--- src/rtl/pipe_stage_chain_if.sv ---
// rtl/pipe_stage_chain_if.sv - handshake, control and debug signals of the elastic stage chain
interface pipe_stage_chain_if #(
    parameter int WIDTH = 32,
    parameter int DEPTH = 3
);
    localparam int OCC_W = $clog2(DEPTH + 1);

    logic             in_valid;
    logic             in_ready;
    logic [WIDTH-1:0] in_data;
    logic             out_valid;
    logic             out_ready;
    logic [WIDTH-1:0] out_data;
    logic             stall;
    logic [DEPTH-1:0] flush_mask;
    logic [OCC_W-1:0] occupancy;
    logic [DEPTH-1:0] stage_valid;

    modport master (
        output in_valid, in_data, out_ready, stall, flush_mask,
        input  in_ready, out_valid, out_data, occupancy, stage_valid
    );

    modport slave (
        input  in_valid, in_data, out_ready, stall, flush_mask,
        output in_ready, out_valid, out_data, occupancy, stage_valid
    );
endinterface

--- src/rtl/pipe_stage_chain.sv ---
// rtl/pipe_stage_chain.sv - DEPTH elastic register stages with stall, selective flush and bubble collapse
module pipe_stage_chain #(
    parameter int WIDTH          = 32,
    parameter int DEPTH          = 3,
    parameter int CLEAR_ON_FLUSH = 1
) (
    input logic                 clk,
    input logic                 reset,
    pipe_stage_chain_if.slave   bus
);
    localparam int OCC_W = $clog2(DEPTH + 1);

    logic [DEPTH-1:0]            v_q, v_d;
    logic [DEPTH-1:0][WIDTH-1:0] d_q, d_d;
    logic [OCC_W-1:0]            occ_q, occ_d;
    logic [DEPTH-1:0]            ev;
    logic [DEPTH-1:0]            adv;
    logic                        acc0;
    logic                        in_fire;

    // Accept ripples from the output end; a scalar carry avoids a self-referencing vector.
    always_comb begin
        logic a;
        ev  = v_q & ~bus.flush_mask;
        adv = '0;
        a   = bus.out_ready;
        for (int i = DEPTH - 1; i >= 0; i--) begin
            adv[i] = ev[i] & a & ~bus.stall;
            a      = a | ~ev[i];
        end
        acc0    = a;
        in_fire = bus.in_valid & acc0 & ~bus.stall & ~reset;
    end

    // Stall needs no special case: it zeroes adv and in_fire, so only flush acts.
    always_comb begin
        logic             up;
        logic [WIDTH-1:0] up_data;
        v_d     = '0;
        d_d     = d_q;
        occ_d   = '0;
        up      = in_fire;
        up_data = bus.in_data;
        for (int i = 0; i < DEPTH; i++) begin
            if (up) begin
                v_d[i] = 1'b1;
                d_d[i] = up_data;
            end else if (ev[i] && !adv[i]) begin
                v_d[i] = 1'b1;
            end else if (v_q[i] && bus.flush_mask[i] && (CLEAR_ON_FLUSH != 0)) begin
                d_d[i] = '0;
            end
            up      = adv[i];
            up_data = d_q[i];
        end
        for (int i = 0; i < DEPTH; i++) begin
            occ_d = occ_d + OCC_W'(v_d[i]);
        end
    end

    always_ff @(posedge clk) begin
        if (reset) begin
            v_q   <= '0;
            d_q   <= '0;
            occ_q <= '0;
        end else begin
            v_q   <= v_d;
            d_q   <= d_d;
            occ_q <= occ_d;
        end
    end

    assign bus.in_ready    = acc0 & ~bus.stall & ~reset;
    assign bus.out_valid   = ev[DEPTH-1] & ~bus.stall;
    assign bus.out_data    = d_q[DEPTH-1];
    assign bus.occupancy   = occ_q;
    assign bus.stage_valid = v_q;
endmodule
--- src/flat_wrapper.sv ---
// flat-port wrapper written by rule: the top's interface ports become plain ports
module pipe_stage_chain_flat 
#(
    parameter int WIDTH          = 32,
    parameter int DEPTH          = 3,
    parameter int CLEAR_ON_FLUSH = 1
)
  (clk, reset, bus_in_valid, bus_in_data, bus_out_ready, bus_stall, bus_flush_mask, bus_in_ready, bus_out_valid, bus_out_data, bus_occupancy, bus_stage_valid);
  pipe_stage_chain_if #(.WIDTH(WIDTH), .DEPTH(DEPTH)) bus_i ();
  input logic clk;
  input logic reset;
  input wire logic [$bits(bus_i.in_valid)-1:0] bus_in_valid;
  input wire logic [$bits(bus_i.in_data)-1:0] bus_in_data;
  input wire logic [$bits(bus_i.out_ready)-1:0] bus_out_ready;
  input wire logic [$bits(bus_i.stall)-1:0] bus_stall;
  input wire logic [$bits(bus_i.flush_mask)-1:0] bus_flush_mask;
  output wire logic [$bits(bus_i.in_ready)-1:0] bus_in_ready;
  output wire logic [$bits(bus_i.out_valid)-1:0] bus_out_valid;
  output wire logic [$bits(bus_i.out_data)-1:0] bus_out_data;
  output wire logic [$bits(bus_i.occupancy)-1:0] bus_occupancy;
  output wire logic [$bits(bus_i.stage_valid)-1:0] bus_stage_valid;
  assign bus_i.in_valid = bus_in_valid;
  assign bus_i.in_data = bus_in_data;
  assign bus_i.out_ready = bus_out_ready;
  assign bus_i.stall = bus_stall;
  assign bus_i.flush_mask = bus_flush_mask;
  assign bus_in_ready = bus_i.in_ready;
  assign bus_out_valid = bus_i.out_valid;
  assign bus_out_data = bus_i.out_data;
  assign bus_occupancy = bus_i.occupancy;
  assign bus_stage_valid = bus_i.stage_valid;
  pipe_stage_chain #(.WIDTH(WIDTH), .DEPTH(DEPTH), .CLEAR_ON_FLUSH(CLEAR_ON_FLUSH)) u_core (.clk(clk), .reset(reset), .bus(bus_i));
endmodule
--- config.mk ---
export PLATFORM = sky130hd
export DESIGN_NAME = pipe_stage_chain_flat
export DESIGN_NICKNAME = d
export VERILOG_FILES = /design/src/rtl/pipe_stage_chain_if.sv /design/src/rtl/pipe_stage_chain.sv /design/src/flat_wrapper.sv
export SDC_FILE = /design/constraint.sdc
export NUM_CORES = 1
export LEC_CHECK = 0
export CAP_MARGIN = 40
export CELL_PAD_IN_SITES_DETAIL_PLACEMENT = 2
export CELL_PAD_IN_SITES_GLOBAL_PLACEMENT = 2
export CORE_MARGIN = 3
export CORE_UTILIZATION = 42
export DETAILED_ROUTE_END_ITERATION = 10
export DONT_BUFFER_PORTS = 1
export PLACE_DENSITY_LB_ADDON = 0.1
export SLEW_MARGIN = 30
export SYNTH_ARGS = -nofsm -noshare
export SYNTH_HDL_FRONTEND = slang
export SYNTH_SLANG_ARGS = --single-unit
--- constraint.sdc ---
create_clock -name clk -period 3.5 [get_ports clk]
set_input_delay 0.35 -clock clk [delete_from_list [all_inputs] [get_ports clk]]
set_output_delay 0.35 -clock clk [all_outputs]
set_load 0.05 [all_outputs]
[Yosys cells after proc, flatten, opt, wreduce, memory -nomap -nowiden]
Index checks and enable logic that the tools add are counted.
Storage, ports and cells
  input port bits: 40
  bits in registers: 101
  output and inout port bits: 39
  word-level logic and storage cells: 62
Operators by class
  bitwise gates (word level): 22
  eq/ne operators: 3
  reduce and logical (&&, ||, !) cells: 15
  mux-type cells: 15
  $add $sub $neg: 2
Operators by type and width (number)
  $mux W32: 9
  $and A1 B1 Y1: 12
  $logic_and A1 B1 Y1: 6
  $mux W1: 6
  $ne A2 B1 Y1 const B: 3
  $reduce_and A2 Y1: 3
  $reduce_bool A2 Y1: 3
  $not A1 Y1: 5
  $and A3 B3 Y3: 1
  $logic_not A1 Y1: 3
  $not A3 Y3: 1
  $or A1 B1 Y1: 3
  $add A1 B1 Y2: 1
  $add A2 B1 Y2: 1

[Depth between registers and ports, before layout]
Gate-level depths: netlist of run 1.
  depth after elaboration: 13
  gate-level depth with buffers: 8
  depth with buffers taken out: 5

[Worst setup path after synthesis of run 1]
Ideal clock, no wire load.
  path type: reg2out
  from: reg u_core.v_q[2] (netlist: u_core.bus.stage_valid[2])
  to: out bus_in_ready
  required time: 3.150 ns
  arrival: 2.293 ns
  slack: 0.857 ns
  cell stages (with the launch flop): 4
  buffers on the path: 1
  cells stage by stage: dfxtp_1 -> nor3b_2 -> clkbuf_1 -> a311oi_1
On the way
  longest elaborated chain between the ends: 7
RTL lines
  start, declared: RTL line pipe_stage_chain.sv:13  | logic [DEPTH-1:0] v_q, v_d;
  start signal, assigned: RTL line pipe_stage_chain.sv:67  | v_q <= v_d;
  $and A3 B3 Y3: RTL line pipe_stage_chain.sv:24  | ev = v_q & ~bus.flush_mask;
  $not A1 Y1: RTL line pipe_stage_chain.sv:29  | a = a | ~ev[i];
  $or A1 B1 Y1 (3 in a row): RTL line pipe_stage_chain.sv:29
  $and A1 B1 Y1 (2 in a row): RTL line pipe_stage_chain.sv:73  | assign bus.in_ready = acc0 & ~bus.stall & ~reset;
  end, declared: RTL line flat_wrapper.sv:17  | output wire logic [$bits(bus_i.in_ready)-1:0] bus_in_ready;
Every way passes these cells.

[Worst setup path after layout of run 1]
  from: reg u_core.v_q[2] (netlist: u_core.bus.stage_valid[2])
  to: out bus_out_valid
On the way
  longest elaborated chain between the ends: 2
RTL lines
  $and A3 B3 Y3: RTL line pipe_stage_chain.sv:24
  $and A1 B1 Y1: RTL line pipe_stage_chain.sv:74  | assign bus.out_valid = ev[DEPTH-1] & ~bus.stall;
  end, declared: RTL line flat_wrapper.sv:18  | output wire logic [$bits(bus_i.out_valid)-1:0] bus_out_valid;
Every way passes these cells.

==> impl_metrics.yaml, run 1 <==
sta:
  finalSetupViolations: 0
  min_period_ns: 2.68
  setup_tns_ns: 0
  max_freq_mhz: 374
  finClkSkew_ns: 0.00635
  relSlewSlack_pct: 49.9
  fin_crit_sh_pct: 76.4
  rsz0062_at_grt: "no"
  worstMarginPinSlew_ns: 0.751
  finalHoldViolations: 0
  final-max-slew-violation-count: 0
  hold_ws_ns: 0.116
power:
  p_leak_nw: 2.14
  powerDensity_nw_per_um2: 432
  vdd_drop_max_uv: 191
  design_power_total_mw: 2.38
route:
  drt.antenna.violating_nets: 0
  vias: 4220
  first_pass_iters: 5
  routed_via_density: 6.22
  drt_iter0_markers: 332
  drc: 0
  wirelength_um: 16400
  routedWlPerCell_um: 24.1
logic_synthesis:
  syn_inst: 585
  ys_seq_area_share_pct: 37.3
  synth.avg_cell_area_sq_um: 9.25
  syn_area_sq_um: 5410
  syn-num-nets: 626
  yosysWarnings: 0
  ys_ff_latch: 101
  synth.distinct_cells: 30
status:
  status: "complete, no violations"
hold_path:
  min_to: "u_core.bus.stage_valid[0]"
  min_from: "reset"
  min_path_type: "input port to register"
  holdPathStages: 1
clock_network:
  cts_buffers: 9
  clockBufferDepth: 2
  cts.sinks: 101
  cts_resized: 0
  root_buffer: "clkbuf_16"
  htreeDepth: 3
  clock_latency_ns: 0.35
  holdBufCountCts: 0
  postCtsSetupRepairBufs: 0
  clk_pin_slew_ns: 0.07
  cts_tree: "built"
global_routing:
  grt_pass1_vias: 4499
  grt_pass1_wl_um: 26200
  grt_max_degree: 106
  globalRouteTotalUtil_pct: 23.2
  gr-total-overflow: 0
  antenna_found_initial: 0
worst_setup_path:
  r2r_cells: 5
  setup.worst_path.start_class: "register"
  cp.arrival_ns: 2.33
  rr_startpoint: "u_core.bus.stage_valid[2]"
  ff2ff_setup_slack_ns: 0.95
  path_class: "register to primary output"
  worstPathRequired_ns: 3.15
  crit_fanout: 33
  timing.rr.end: "u_core.d_q[32]"
  endpoint_kind: "primary output"
finish:
  synthToLayoutAreaGrowth_pct: 1.78
  multi_input_area_sq_um: 2780
  final_util_pct: 44.8
  nNetsFinal: 549
  register_area_sq_um: 2020
  layout_common_cells: "100 x dfxtp_1, 67 x a21oi_1, 35 x nand2_1, 35 x inv_1"
  fillCellCount: 1340
  n_antenna_cell: 0
  drive_gt1_share_pct: 12.5
  layout_commonest_cell: "dfxtp_1"
  design_area_sq_um: 5510
placement:
  hpwl_um: 10200
  place_congestion: 0.723
  io_buffers: 0
  placed_area_sq_um: 5220
floorplan:
  num_rows: 40
  fp.dieW_um: 120
  die_y_um: 120
  start_util_pct: 44.0
  dieArea_sq_um: 14300
  core_sq_um: 12300
  ios: 79
job:
  cap_violations: 0
-- area by class of cell --
cell class | count | share of cell area (%)
inverter | 36 | 2.45
clock buffer | 12 | 4.47
multi-input combinational | 350 | 50.5
timing repair buffer | 10 | 1.43
clock inverter | 2 | 0.636
sequential | 101 | 36.7
tap | 168 | 3.81
-- sequential cells by signal, indices dropped and copies added (netlist names) --
signal                  count
u_core.bus.occupancy        2
u_core.bus.out_data        32
u_core.bus.stage_valid      3
u_core.d_q                 64
-- synth_stat cells, drive strengths merged --
library cell  count  share of area [%]
a211oi            1               0.14
a21oi            68                6.3
a221oi           32                8.6
a311oi            1               0.16
a32o             32                5.9
and2              1               0.12
buf              41                5.7
clkbuf           57                4.0
dfxtp           101                 37
fa                1               0.37
inv              36                2.5
mux2i            32                5.9
nand2            36                2.5
nand2b           33                3.8
nand3            32                3.0
nor2              2               0.14
nor2b             5               0.58
nor3b             3               0.60
nor4b             1               0.28
o211ai           33                4.6
o21ai             2               0.18
o31a              1               0.32
or3b              2               0.32
or4bb            32                6.7
-- report_power, final --
part / total (mW) / switching (mW) / internal [mW]
combinational: 0.175 / 0.0936 / 0.0815
clock: 1.00 / 0.434 / 0.566
sequential: 1.20 / 0.0218 / 1.18
total: 2.38 / 0.549 / 1.83
-- per-layer routing --
metal	wire length (um)	GRT usage, %
met2	7560	36.4
met5	0	0
met1	7710	32.2
met4	231	7.23
met3	862	4.62
-- per-stage QoR --
| stage | std cells | setup slack, ns |
|---|---|---|
| floorplan | 585 | 0.857 |
| global placement | 663 | 1.07 |
| detailed placement | 664 | 0.973 |
| CTS | 678 | 0.828 |
| global route | 679 | 0.792 |
| finish | 679 | 0.825 |
-- kinds of logic after synthesis --
kind of cell,Yosys count,synth area share [%]
compound gates,170,26.2
mux,32,5.92
flops,101,37.3
fa+ha+maj,1,0.370
simple gates,147,18.0
buf+inv,134,12.2
-- worst max-delay path by stage --
| stage | from | to | slack [ns] | depth (start not counted) |
|---|---|---|---|---|
| floorplan | u_core.bus.stage_valid[2] | bus_in_ready | 0.86 | 3 |
| detailed placement | u_core.bus.stage_valid[2] | u_core.d_q[36] | 0.97 | 5 |
| global placement | u_core.bus.stage_valid[1] | u_core.bus.occupancy[0] | 1.07 | 4 |
| CTS | u_core.bus.stage_valid[2] | bus_out_valid | 0.83 | 3 |
| global route | u_core.bus.stage_valid[2] | bus_out_valid | 0.79 | 3 |
| finish | u_core.bus.stage_valid[2] | bus_out_valid | 0.82 | 3 |
-- critical path: stages (launching register included) --
cell and delay (ns):
dfxtp_1 0.71, nor2b_2 0.32, buf_4 0.42, and2_1 0.51
Power figures use the tool's default switching activity.
==> run 2: changes to the inputs <==
- CORE_UTILIZATION: 42 -> 36
- clock period: 3.5 -> 2.41 ns (I/O delays scaled with it)
==> run 2 against run 1 <==
Clock skew down 0.00069 ns. Register-to-register slack worse by 0.48 ns. Global-route usage down 2.6 points. Sequential power up 45%. Clock power up 38%. Critical path depth up 1. Combinational power up 57%. Largest power group unchanged. Power up 43%. Worst setup slack worse by 0.36 ns.
==> impl_metrics.yaml, run 2 (same netlist as run 1, synthesis figures left out) <==
worst_setup_path:
  cp_slowest_stage_delay_ns: 0.53
  crit_chain: "or3b_1 > buf_4 > o31a_4 > a221oi_1"
  setup.worst_path.start_class: "register"
  cp.arrival_ns: 2.19
  worstPathRequired_ns: 2.66
  path_class: "register to register"
  crit_fanout: 32
  endpoint_kind: "register"
  slowest_stage: "o31a_4"
global_routing:
  antenna_found_initial: 0
  grt_pass1_vias: 4496
  gr-total-overflow: 0
  grt_pass1_wl_um: 26900
  grt_max_degree: 70
  globalRouteTotalUtil_pct: 20.6
sta:
  finalSetupViolations: 0
  max_freq_mhz: 515
  min_period_ns: 1.94
  hold_ws_ns: 0.0294
  final-max-slew-violation-count: 0
  finClkSkew_ns: 0.00566
  timing.final.ws_setup_ns: 0.468
  fin_crit_sh_pct: 80.6
  finalHoldViolations: 0
  worstMarginPinSlew_ns: 0.762
  relSlewSlack_pct: 49.2
  rsz0062_at_grt: "no"
  setup_tns_ns: 0
route:
  drt.antenna.violating_nets: 0
  met1_length_um: 8230
  dr.max_layer_used: "met4"
  vias: 4314
  routed_via_density: 6.14
  routedWlPerCell_um: 23.7
  met3_length_um: 915
  wl_met2_um: 7330
  drc: 0
  first_pass_iters: 5
  drt_iter0_markers: 347
  wirelength_um: 16700
job:
  cap_violations: 0
hold_path:
  min_path_type: "input port to register"
power:
  p_clk_share_pct: 40.6
  switching_share_pct: 24.7
  vdd_drop_max_uv: 314
  comb_power_share_pct: 8.1
  powerDensity_nw_per_um2: 609
  p_leak_nw: 2.18
  design_power_total_mw: 3.39
  p_seq_share_pct: 51.4
  netSwitchingPower_mw: 0.838
  p_int_mw: 2.55
clock_network:
  htreeDepth: 3
  clk_pin_slew_ns: 0.07
  cts.sinks: 101
  clock_latency_ns: 0.35
  postCtsSetupRepairBufs: 0
  root_buffer: "clkbuf_16"
  cts_tree: "built"
  cts_buffers: 9
  clockBufferDepth: 2
finish:
  n_antenna_cell: 0
  max_flop_register: "u_core.d_q"
  nNetsFinal: 556
  synthToLayoutAreaGrowth_pct: 2.84
  layout_commonest_cell: "dfxtp_1"
  fillCellCount: 1582
  largest_reg_flops: 64
  drive_gt1_share_pct: 14.1
  stdcell_count: 703
  layout_common_cells: "99 x dfxtp_1, 67 x a21oi_1, 36 x nand2_1, 36 x inv_1"
placement:
  io_buffers: 0
  pre_cts_ws_ns: 0.489
  hpwl_um: 10300
  place_congestion: 0.736
  dp_cells: 687
floorplan:
  num_rows: 44
  die_y_um: 129
  ios: 79
  start_util_pct: 37.0
  fp.dieW_um: 129
  dieArea_sq_um: 16500
  core_sq_um: 14600
status:
  status: "complete, no violations"
## run 2: power groups by stage
stage / registers (mW) / logic [mW] / clock network, mW
2_1_floorplan: 1.77 / 0.246 / 0
3_3_place_gp: 1.78 / 0.251 / 0
3_5_place_dp: 1.78 / 0.261 / 0
4_1_cts: 1.74 / 0.277 / 1.41
5_1_grt: 1.75 / 0.303 / 1.48
6_report: 1.74 / 0.274 / 1.38
## run 2: metal layers
layer	global-route usage, %	vias up
met2	29.8	95
li1	-	1994
met1	31.3	2215
met4	5.37	0
met3	3.86	10
met5	0	-
## run 2: path summary, 6_finish.rpt
kind,start,end,slack [ns],cells past startpoint
min,bus_in_data[29],u_core.d_q[29],0.03,2
max reg2reg,u_core.bus.stage_valid[2],u_core.d_q[0],0.47,4
max,u_core.bus.stage_valid[2],u_core.d_q[0],0.47,4
min reg2reg,u_core.d_q[58],u_core.d_q[58],0.47,2
## run 2: cell type report
class | count | area (sq um) | share of cell area (%)
multi-input combinational | 350 | 2770 | 49.8
sequential | 101 | 2020 | 36.4
clock buffer | 10 | 239 | 4.29
tap | 184 | 230 | 4.13
timing repair buffer | 17 | 140 | 2.52
inverter | 36 | 135 | 2.43
clock inverter | 5 | 27.5 | 0.494
## run 2: repair_timing
item / CTS / global route
gates resized for setup: 0 / 0
hold buffers: 1 / 0
hold endpoints to repair: 37 / 0
## run 2: worst max-delay path, delay by kind of cell, from the launching register on
family | cells | cell delay [ns]
AO/OA/AOI/OAI | 2 | 0.89
flip-flops | 1 | 0.33
AND/OR/NAND/NOR | 1 | 0.42
buffers and inverters | 1 | 0.21
## run 2: stage by stage
stage	util, %	cell area, sq um
CTS	38.0	5570
finish	38.0	5570
global placement	36.1	5280
detailed placement	36.1	5280
global route	38.0	5570
floorplan	-	5420
